===== config.mk =====
export PLATFORM = sky130hd
export DESIGN_NAME = draw_pickups_flat
export DESIGN_NICKNAME = d
export VERILOG_FILES = /design/src/rtl/draw_pickups_if.sv /design/src/rtl/draw_pickups.sv /design/src/flat_wrapper.sv
export SDC_FILE = /design/constraint.sdc
export NUM_CORES = 1
export LEC_CHECK = 0
export CAP_MARGIN = 20
export CORE_MARGIN = 1.5
export CORE_UTILIZATION = 35
export CTS_CLUSTER_DIAMETER = 200
export DETAILED_ROUTE_END_ITERATION = 16
export GPL_TIMING_DRIVEN = 0
export SLEW_MARGIN = 20
export SYNTH_ARGS = -nofsm -noshare
export SYNTH_HDL_FRONTEND = slang
export SYNTH_SLANG_ARGS = --single-unit

===== constraint.sdc =====
create_clock -name clk -period 5 [get_ports clk]
set_input_delay 0.75 -clock clk [delete_from_list [all_inputs] [get_ports clk]]
set_output_delay 0.75 -clock clk [all_outputs]
set_load 0.005 [all_outputs]

===== src/rtl/draw_pickups_if.sv =====
// VGA timing and colour bundle handed from one draw stage to the next.
interface vga_if;
  logic [10:0] vcount;
  logic        vsync;
  logic        vblnk;
  logic [10:0] hcount;
  logic        hsync;
  logic        hblnk;
  logic [11:0] rgb;

  modport in  (input  vcount, vsync, vblnk, hcount, hsync, hblnk, rgb);
  modport out (output vcount, vsync, vblnk, hcount, hsync, hblnk, rgb);
endinterface


===== src/rtl/draw_pickups.sv =====
// Overlays a row of SLOTS collectable sprites from one shared image ROM onto the VGA stream.
// Each slot runs its own pickup / blink / respawn state machine clocked by frame ticks.
module draw_pickups #(
  parameter int unsigned SLOTS          = 4,
  parameter int unsigned XPOS           = 800,
  parameter int unsigned YPOS           = 16,
  parameter int unsigned DX             = 24,
  parameter int unsigned SPR_W          = 16,
  parameter int unsigned SPR_H          = 16,
  parameter int unsigned BLINK_FRAMES   = 32,
  parameter int unsigned RESPAWN_FRAMES = 600,
  parameter logic [11:0] TRANSPARENT    = 12'hF0F,
  localparam int unsigned AW            = $clog2(SPR_W * SPR_H)
) (
  input  logic             clk,
  input  logic             rst,
  input  logic             start_game,
  input  logic             en,
  input  logic [SLOTS-1:0] picked_up,
  input  logic [11:0]      rgb_pixel,
  output logic [AW-1:0]    pixel_addr,
  output logic [SLOTS-1:0] active,
  vga_if.in                in,
  vga_if.out               out
);

  localparam int unsigned XW   = $clog2(SPR_W);
  localparam int unsigned YW   = AW - XW;
  localparam int unsigned SW   = (SLOTS > 1) ? $clog2(SLOTS) : 1;
  localparam int unsigned CMAX = (BLINK_FRAMES > RESPAWN_FRAMES) ? BLINK_FRAMES : RESPAWN_FRAMES;
  localparam int unsigned CW   = (CMAX > 8) ? $clog2(CMAX) : 3;

  localparam logic [CW-1:0] BLINK_LAST = CW'(BLINK_FRAMES - 1);
  localparam logic [CW-1:0] RESP_LAST  = (RESPAWN_FRAMES == 0) ? '0 : CW'(RESPAWN_FRAMES - 1);
  localparam logic [11:0]   Y_LO       = 12'(YPOS);
  localparam logic [11:0]   Y_HI       = 12'(YPOS + SPR_H);
  localparam logic [11:0]   W_12       = 12'(SPR_W);

  typedef enum logic [1:0] {IDLE, VISIBLE, BLINK, HIDDEN} slot_state_e;

  slot_state_e   state_q [SLOTS];
  slot_state_e   state_d [SLOTS];
  logic [CW-1:0] cnt_q   [SLOTS];
  logic [CW-1:0] cnt_d   [SLOTS];

  logic [11:0]      hc_c;
  logic [11:0]      vc_c;
  logic             row_hit_c;
  logic             hit_c;
  logic [SW-1:0]    slot_c;
  logic [AW-1:0]    addr_c;
  logic             adv_c;
  logic [SLOTS-1:0] vis_c;
  logic             draw_c;

  logic [10:0]   s1_vcount;
  logic [10:0]   s1_hcount;
  logic          s1_vsync;
  logic          s1_vblnk;
  logic          s1_hsync;
  logic          s1_hblnk;
  logic [11:0]   s1_rgb;
  logic          s1_hit;
  logic          s1_en;
  logic [SW-1:0] s1_slot;

  function automatic logic [11:0] slot_x(input int unsigned i);
    return 12'(XPOS + i * DX);
  endfunction

  assign hc_c = 12'(in.hcount);
  assign vc_c = 12'(in.vcount);

  // Hit test against every slot; the lowest index wins if slots ever overlap.
  always_comb begin
    hit_c     = 1'b0;
    slot_c    = '0;
    addr_c    = '0;
    row_hit_c = (vc_c >= Y_LO) && (vc_c < Y_HI);
    for (int unsigned i = 0; i < SLOTS; i++) begin
      if (!hit_c && row_hit_c && (hc_c >= slot_x(i)) && (hc_c < slot_x(i) + W_12)) begin
        hit_c  = 1'b1;
        slot_c = SW'(i);
        addr_c = {YW'(vc_c - Y_LO), XW'(hc_c - slot_x(i))};
      end
    end
  end

  // Frame tick is the rising edge of vblnk; s1_vblnk doubles as the previous sample.
  assign adv_c = in.vblnk & ~s1_vblnk & en;

  // Per-slot next state; dropping start_game overrides everything else.
  always_comb begin
    for (int unsigned i = 0; i < SLOTS; i++) begin
      state_d[i] = state_q[i];
      cnt_d[i]   = cnt_q[i];
      if (!start_game) begin
        state_d[i] = IDLE;
        cnt_d[i]   = '0;
      end else begin
        case (state_q[i])
          IDLE: begin
            state_d[i] = VISIBLE;
            cnt_d[i]   = '0;
          end
          VISIBLE: begin
            if (en && picked_up[i]) begin
              state_d[i] = BLINK;
              cnt_d[i]   = '0;
            end
          end
          BLINK: begin
            if (adv_c) begin
              if (cnt_q[i] == BLINK_LAST) begin
                state_d[i] = HIDDEN;
                cnt_d[i]   = '0;
              end else begin
                cnt_d[i] = cnt_q[i] + CW'(1);
              end
            end
          end
          HIDDEN: begin
            if (RESPAWN_FRAMES != 0 && adv_c) begin
              if (cnt_q[i] == RESP_LAST) begin
                state_d[i] = VISIBLE;
                cnt_d[i]   = '0;
              end else begin
                cnt_d[i] = cnt_q[i] + CW'(1);
              end
            end
          end
          default: begin
            state_d[i] = IDLE;
            cnt_d[i]   = '0;
          end
        endcase
      end
    end
  end

  always_ff @(posedge clk) begin
    if (rst) begin
      for (int unsigned i = 0; i < SLOTS; i++) begin
        state_q[i] <= IDLE;
        cnt_q[i]   <= '0;
      end
      active <= '0;
    end else begin
      for (int unsigned i = 0; i < SLOTS; i++) begin
        state_q[i] <= state_d[i];
        cnt_q[i]   <= cnt_d[i];
        active[i]  <= (state_q[i] == VISIBLE);
      end
    end
  end

  // Blinking slots show during the even 4-frame phases.
  always_comb begin
    vis_c = '0;
    for (int unsigned i = 0; i < SLOTS; i++) begin
      vis_c[i] = (state_q[i] == VISIBLE) || ((state_q[i] == BLINK) && !cnt_q[i][2]);
    end
  end

  assign draw_c = s1_hit && s1_en && vis_c[s1_slot] && (rgb_pixel != TRANSPARENT)
                  && !s1_hblnk && !s1_vblnk;

  // Two-stage pixel pipeline: stage 1 registers timing and ROM address, stage 2 picks the colour.
  always_ff @(posedge clk) begin
    if (rst) begin
      s1_vcount  <= '0;
      s1_hcount  <= '0;
      s1_vsync   <= 1'b0;
      s1_vblnk   <= 1'b0;
      s1_hsync   <= 1'b0;
      s1_hblnk   <= 1'b0;
      s1_rgb     <= '0;
      s1_hit     <= 1'b0;
      s1_en      <= 1'b0;
      s1_slot    <= '0;
      pixel_addr <= '0;
      out.vcount <= '0;
      out.hcount <= '0;
      out.vsync  <= 1'b0;
      out.vblnk  <= 1'b0;
      out.hsync  <= 1'b0;
      out.hblnk  <= 1'b0;
      out.rgb    <= '0;
    end else begin
      s1_vcount <= in.vcount;
      s1_hcount <= in.hcount;
      s1_vsync  <= in.vsync;
      s1_vblnk  <= in.vblnk;
      s1_hsync  <= in.hsync;
      s1_hblnk  <= in.hblnk;
      s1_rgb    <= in.rgb;
      s1_hit    <= hit_c;
      s1_en     <= en;
      s1_slot   <= slot_c;
      if (hit_c) begin
        pixel_addr <= addr_c;
      end
      out.vcount <= s1_vcount;
      out.hcount <= s1_hcount;
      out.vsync  <= s1_vsync;
      out.vblnk  <= s1_vblnk;
      out.hsync  <= s1_hsync;
      out.hblnk  <= s1_hblnk;
      out.rgb    <= draw_c ? rgb_pixel : s1_rgb;
    end
  end

endmodule


===== src/flat_wrapper.sv =====
// flat-port wrapper written by rule: the top's interface ports become plain ports
module draw_pickups_flat 
#(
  parameter int unsigned SLOTS          = 4,
  parameter int unsigned XPOS           = 800,
  parameter int unsigned YPOS           = 16,
  parameter int unsigned DX             = 24,
  parameter int unsigned SPR_W          = 16,
  parameter int unsigned SPR_H          = 16,
  parameter int unsigned BLINK_FRAMES   = 32,
  parameter int unsigned RESPAWN_FRAMES = 600,
  parameter logic [11:0] TRANSPARENT    = 12'hF0F,
  localparam int unsigned AW            = $clog2(SPR_W * SPR_H)
)
  (clk, rst, start_game, en, picked_up, rgb_pixel, pixel_addr, active, in_vcount, in_vsync, in_vblnk, in_hcount, in_hsync, in_hblnk, in_rgb, out_vcount, out_vsync, out_vblnk, out_hcount, out_hsync, out_hblnk, out_rgb);
  vga_if in_i ();
  vga_if out_i ();
  input  logic clk;
  input  logic rst;
  input  logic start_game;
  input  logic en;
  input  logic [SLOTS-1:0] picked_up;
  input  logic [11:0] rgb_pixel;
  output logic [AW-1:0] pixel_addr;
  output logic [SLOTS-1:0] active;
  input wire logic [$bits(in_i.vcount)-1:0] in_vcount;
  input wire logic [$bits(in_i.vsync)-1:0] in_vsync;
  input wire logic [$bits(in_i.vblnk)-1:0] in_vblnk;
  input wire logic [$bits(in_i.hcount)-1:0] in_hcount;
  input wire logic [$bits(in_i.hsync)-1:0] in_hsync;
  input wire logic [$bits(in_i.hblnk)-1:0] in_hblnk;
  input wire logic [$bits(in_i.rgb)-1:0] in_rgb;
  output wire logic [$bits(out_i.vcount)-1:0] out_vcount;
  output wire logic [$bits(out_i.vsync)-1:0] out_vsync;
  output wire logic [$bits(out_i.vblnk)-1:0] out_vblnk;
  output wire logic [$bits(out_i.hcount)-1:0] out_hcount;
  output wire logic [$bits(out_i.hsync)-1:0] out_hsync;
  output wire logic [$bits(out_i.hblnk)-1:0] out_hblnk;
  output wire logic [$bits(out_i.rgb)-1:0] out_rgb;
  assign in_i.vcount = in_vcount;
  assign in_i.vsync = in_vsync;
  assign in_i.vblnk = in_vblnk;
  assign in_i.hcount = in_hcount;
  assign in_i.hsync = in_hsync;
  assign in_i.hblnk = in_hblnk;
  assign in_i.rgb = in_rgb;
  assign out_vcount = out_i.vcount;
  assign out_vsync = out_i.vsync;
  assign out_vblnk = out_i.vblnk;
  assign out_hcount = out_i.hcount;
  assign out_hsync = out_i.hsync;
  assign out_hblnk = out_i.hblnk;
  assign out_rgb = out_i.rgb;
  draw_pickups #(.SLOTS(SLOTS), .XPOS(XPOS), .YPOS(YPOS), .DX(DX), .SPR_W(SPR_W), .SPR_H(SPR_H), .BLINK_FRAMES(BLINK_FRAMES), .RESPAWN_FRAMES(RESPAWN_FRAMES), .TRANSPARENT(TRANSPARENT)) u_core (.clk(clk), .rst(rst), .start_game(start_game), .en(en), .picked_up(picked_up), .rgb_pixel(rgb_pixel), .pixel_addr(pixel_addr), .active(active), .in(in_i), .out(out_i));
endmodule

==> reports/metrics.cfg <==
[detailed_routing]
ant_nets=0
wl_um=13700
viasPerCell=4.92
drc=0
avgRoutedWirePerCell_um=14.5
drt_iter0_drc=224
vias=4633
first_pass_iters=4

[yosys]
synth_cell_types=66
synth_edf_count=0
synth_xor_area_share_pct=2.70
netlist_instances=585
ys_async_sr_fraction_pct=0
ys_ff_latch=140
synth_nets=663
syn_area_sq_um=5850
synth_mux_area_share_pct=4.09
ys_seq_area_share_pct=47.9
synth-compound-area-share_pct=13.1
synthFlopType=dfxtp_1
synth_top_family_by_area=simple AND/OR/NAND/NOR gates
synthAdderAreaFrac_pct=4.28
avgSynthCellArea_sq_um=10.0
yosysWarnings=0
yosys.area_share.simple_pct=24.8

[floorplanning]
num_rows=47
initial_core_util_pct=35.5
dieWidth_um=132
dieArea_sq_um=17500
die_height_um=132
ioPinCount=108
core_sq_um=16500

[run]
drv_cap=0

[final_layout]
nets=787
n_antenna_cell=0
fin_area_sq_um=7750
fill_cells=1532
fin_util_pct=47.1
syn2layout_area_growth_pct=32.5
drive_gt1_share_pct=8.31

[worst_setup_path]
reg2reg_from=u_core.state_q[1][0]$_SDFFE_PP0P_
critPathSlowestCell=clkdlybuf4s50_1
crit_type=in2reg
crit_family=buffers and inverters
r2r_cells=6
crit_required_ps=5280
crit_arrival_ps=2680
critical_path.endpoint=u_core.cnt_q[3][8]$_SDFFE_PP0P_
worstReg2RegEnd=u_core.state_q[1][1]$_SDFFE_PP0P_
start_kind=input port
path_cells=clkdlybuf4s50_1, and3b_1, buf_4, buf_4, nand4_1, o211ai_2, a21oi_1
critPathMaxStageDelay_ps=570
crit_buf_inv=3
startpoint=in_vblnk
reg2reg_slack_ps=2860
crit_fanout=10
crit_path_end_kind=register
crit_top_cell=buf_4
path_depth=7

[global_routing]
grt_first_pass_wirelength_um=22600
grt_max_degree=17
overflow=0
first_global_vias=4533
antenna_found_initial=0
grt_usage_pct=16.2

[timing]
clock_skew_ps=6.09
rsz0062_at_grt=false
maxSlewHeadroom_pct=58.4
worst-slew-pin-transition_ps=619
setup_viol=0
hold_violations=0
max_freq_mhz=416
post-route-min-period_ps=2400
setup-tns-final_ps=0
maxSlewViolCount=0
period_share_pct=48.0

[placement]
post_dp_cell_area_sq_um=7180
io_buffer_count=105
gp_congestion=0.843
dp_hpwl_um=10100

[clocking]
clk_pin_slew_ps=60
cts_tree=yes
clock-sinks=140
cts_resized=0
cts_setup_buffers=0
ctsRootBufferMaster=clkbuf_16
hold_buffers=0
cts_max_level=4
clock_tree.buffer_depth=2
cts_buffers=17
clk_latency_ps=420

[min_path]
hold_path_class=reg2reg

[power]
ir_drop_v=0.000250
total_power_uw=2640
p_leak_uw=0.00272
power.density_nw_per_um2=341

[run_status]
status=finished, final reports clean

## layer usage
metal / GRT usage (%) / vias to the layer above / wire [um] / part of all wire (%)
met1: 20.5 / 2175 / 6510 / 47
li1: - / 2319 / - / -
met3: 3.50 / 24 / 612 / 4.5
met5: 0 / - / 0 / 0
met2: 26.9 / 115 / 6280 / 46
met4: 6.59 / 0 / 304 / 2.2
## through the flow
step	hold slack, ps	std cells	setup WS, ps
global placement	418	910	2170
floorplan	414	585	2840
CTS	435	942	2560
global route	446	942	2440
detailed placement	421	910	2130
finish	429	942	2600
## report_power, final
group          switching, uW  internal, uW  total, uW
registers               16.7          1150       1170
logic                    119           129        247
clock network            516           709       1220
## synthesized netlist by cell type (all sizes together) (6+ instances only)
library cell | number | area, sq um
a211oi | 13 | 97.6
nand3 | 11 | 55.1
clkbuf | 16 | 61.3
nor3 | 14 | 70.1
mux2 | 7 | 78.8
ha | 20 | 250
buf | 9 | 62.6
nor2 | 22 | 82.6
o2111ai | 6 | 52.6
dfxtp | 140 | 2800
o21ai | 26 | 141
a21oi | 22 | 114
nand4 | 7 | 43.8
xnor2 | 10 | 87.6
nor2b | 79 | 494
nand2 | 16 | 60.1
nand2b | 31 | 194
inv | 16 | 60.1
mux2i | 16 | 160
xor2 | 8 | 70.1
or3 | 20 | 125
o211ai | 10 | 85.1
nor4b | 9 | 78.8
## state kept, by name, summed over array words and instances (netlist names), 2 cells and up
signal             cells
u_core.active          4
u_core.cnt_q          40
u_core.out.hcount     11
u_core.out.rgb        12
u_core.out.vcount     11
u_core.pixel_addr      8
u_core.s1_hcount      11
u_core.s1_rgb         12
u_core.s1_slot         2
u_core.s1_vcount      11
u_core.state_q         8
## placed cells by master (no fill, tap or decap), types with 3 or more instances in the layout
cell type,count
inv_1,16
xor2_1,8
nand2_1,16
o211ai_1,8
a2111oi_0,4
a21oi_1,21
clkinv_4,3
nand3_1,11
mux2i_1,16
a21bo_2,4
nor2b_1,79
clkinvlp_4,3
buf_4,5
nor4bb_1,5
xnor2_1,10
nand2b_1,31
dfxtp_1,140
o21ai_0,23
or3_1,20
clkbuf_16,17
inv_6,6
clkbuf_1,16
ha_1,20
and3_1,5
a211oi_1,13
and4_1,5
o2111ai_1,6
nor3_1,14
nand4_1,7
nor2_1,22
nor4b_1,9
clkdlybuf4s50_1,105
mux2_2,7
## cells by family after synthesis
logic type	count (synthesis)
xor gates and xnor gates	18
muxes	23
and+or+nand+nor	238
adders and majority gates	20
buffers and inverters	41
AOI/OAI and AO/OA	105
DFF	140
## layout make-up
cell class | count | area (sq um) | share of cell area [%]
Multi-Input combinational cell | 404 | 2860 | 36.9
Sequential cell | 140 | 2800 | 36.2
Timing Repair Buffer | 105 | 1050 | 13.6
Clock buffer | 19 | 443 | 5.72
Tap cell | 220 | 275 | 3.55
Clock inverter | 13 | 131 | 1.70
Buffer | 25 | 124 | 1.60
Inverter | 16 | 60.1 | 0.775
## worst min path at each step
stage,from,end,slack [ps],depth (start not counted)
6_report,u_core.s1_hcount[4]$_SDFF_PP0_,u_core.out.hcount[4]$_SDFF_PP0_,430,1
5_1_grt,u_core.s1_vcount[2]$_SDFF_PP0_,u_core.out.vcount[2]$_SDFF_PP0_,450,1
4_1_cts,u_core.s1_hcount[4]$_SDFF_PP0_,u_core.out.hcount[4]$_SDFF_PP0_,440,1
3_5_place_dp,u_core.s1_vcount[6]$_SDFF_PP0_,u_core.out.vcount[6]$_SDFF_PP0_,420,1
3_3_place_gp,u_core.s1_vsync$_SDFF_PP0_,u_core.out.vsync$_SDFF_PP0_,420,1
2_1_floorplan,u_core.s1_hcount[0]$_SDFF_PP0_,u_core.out.hcount[0]$_SDFF_PP0_,410,1
## worst register-to-register path: cells and delay by family (launching register included)
family	cells	cell delay (ps)
flip-flops	1	410
buffers and inverters	1	170
adder cells (fa/ha/maj)	1	320
AO/OA/AOI/OAI	3	980
AND/OR/NAND/NOR	1	180
Power figures use the tool's default switching activity.
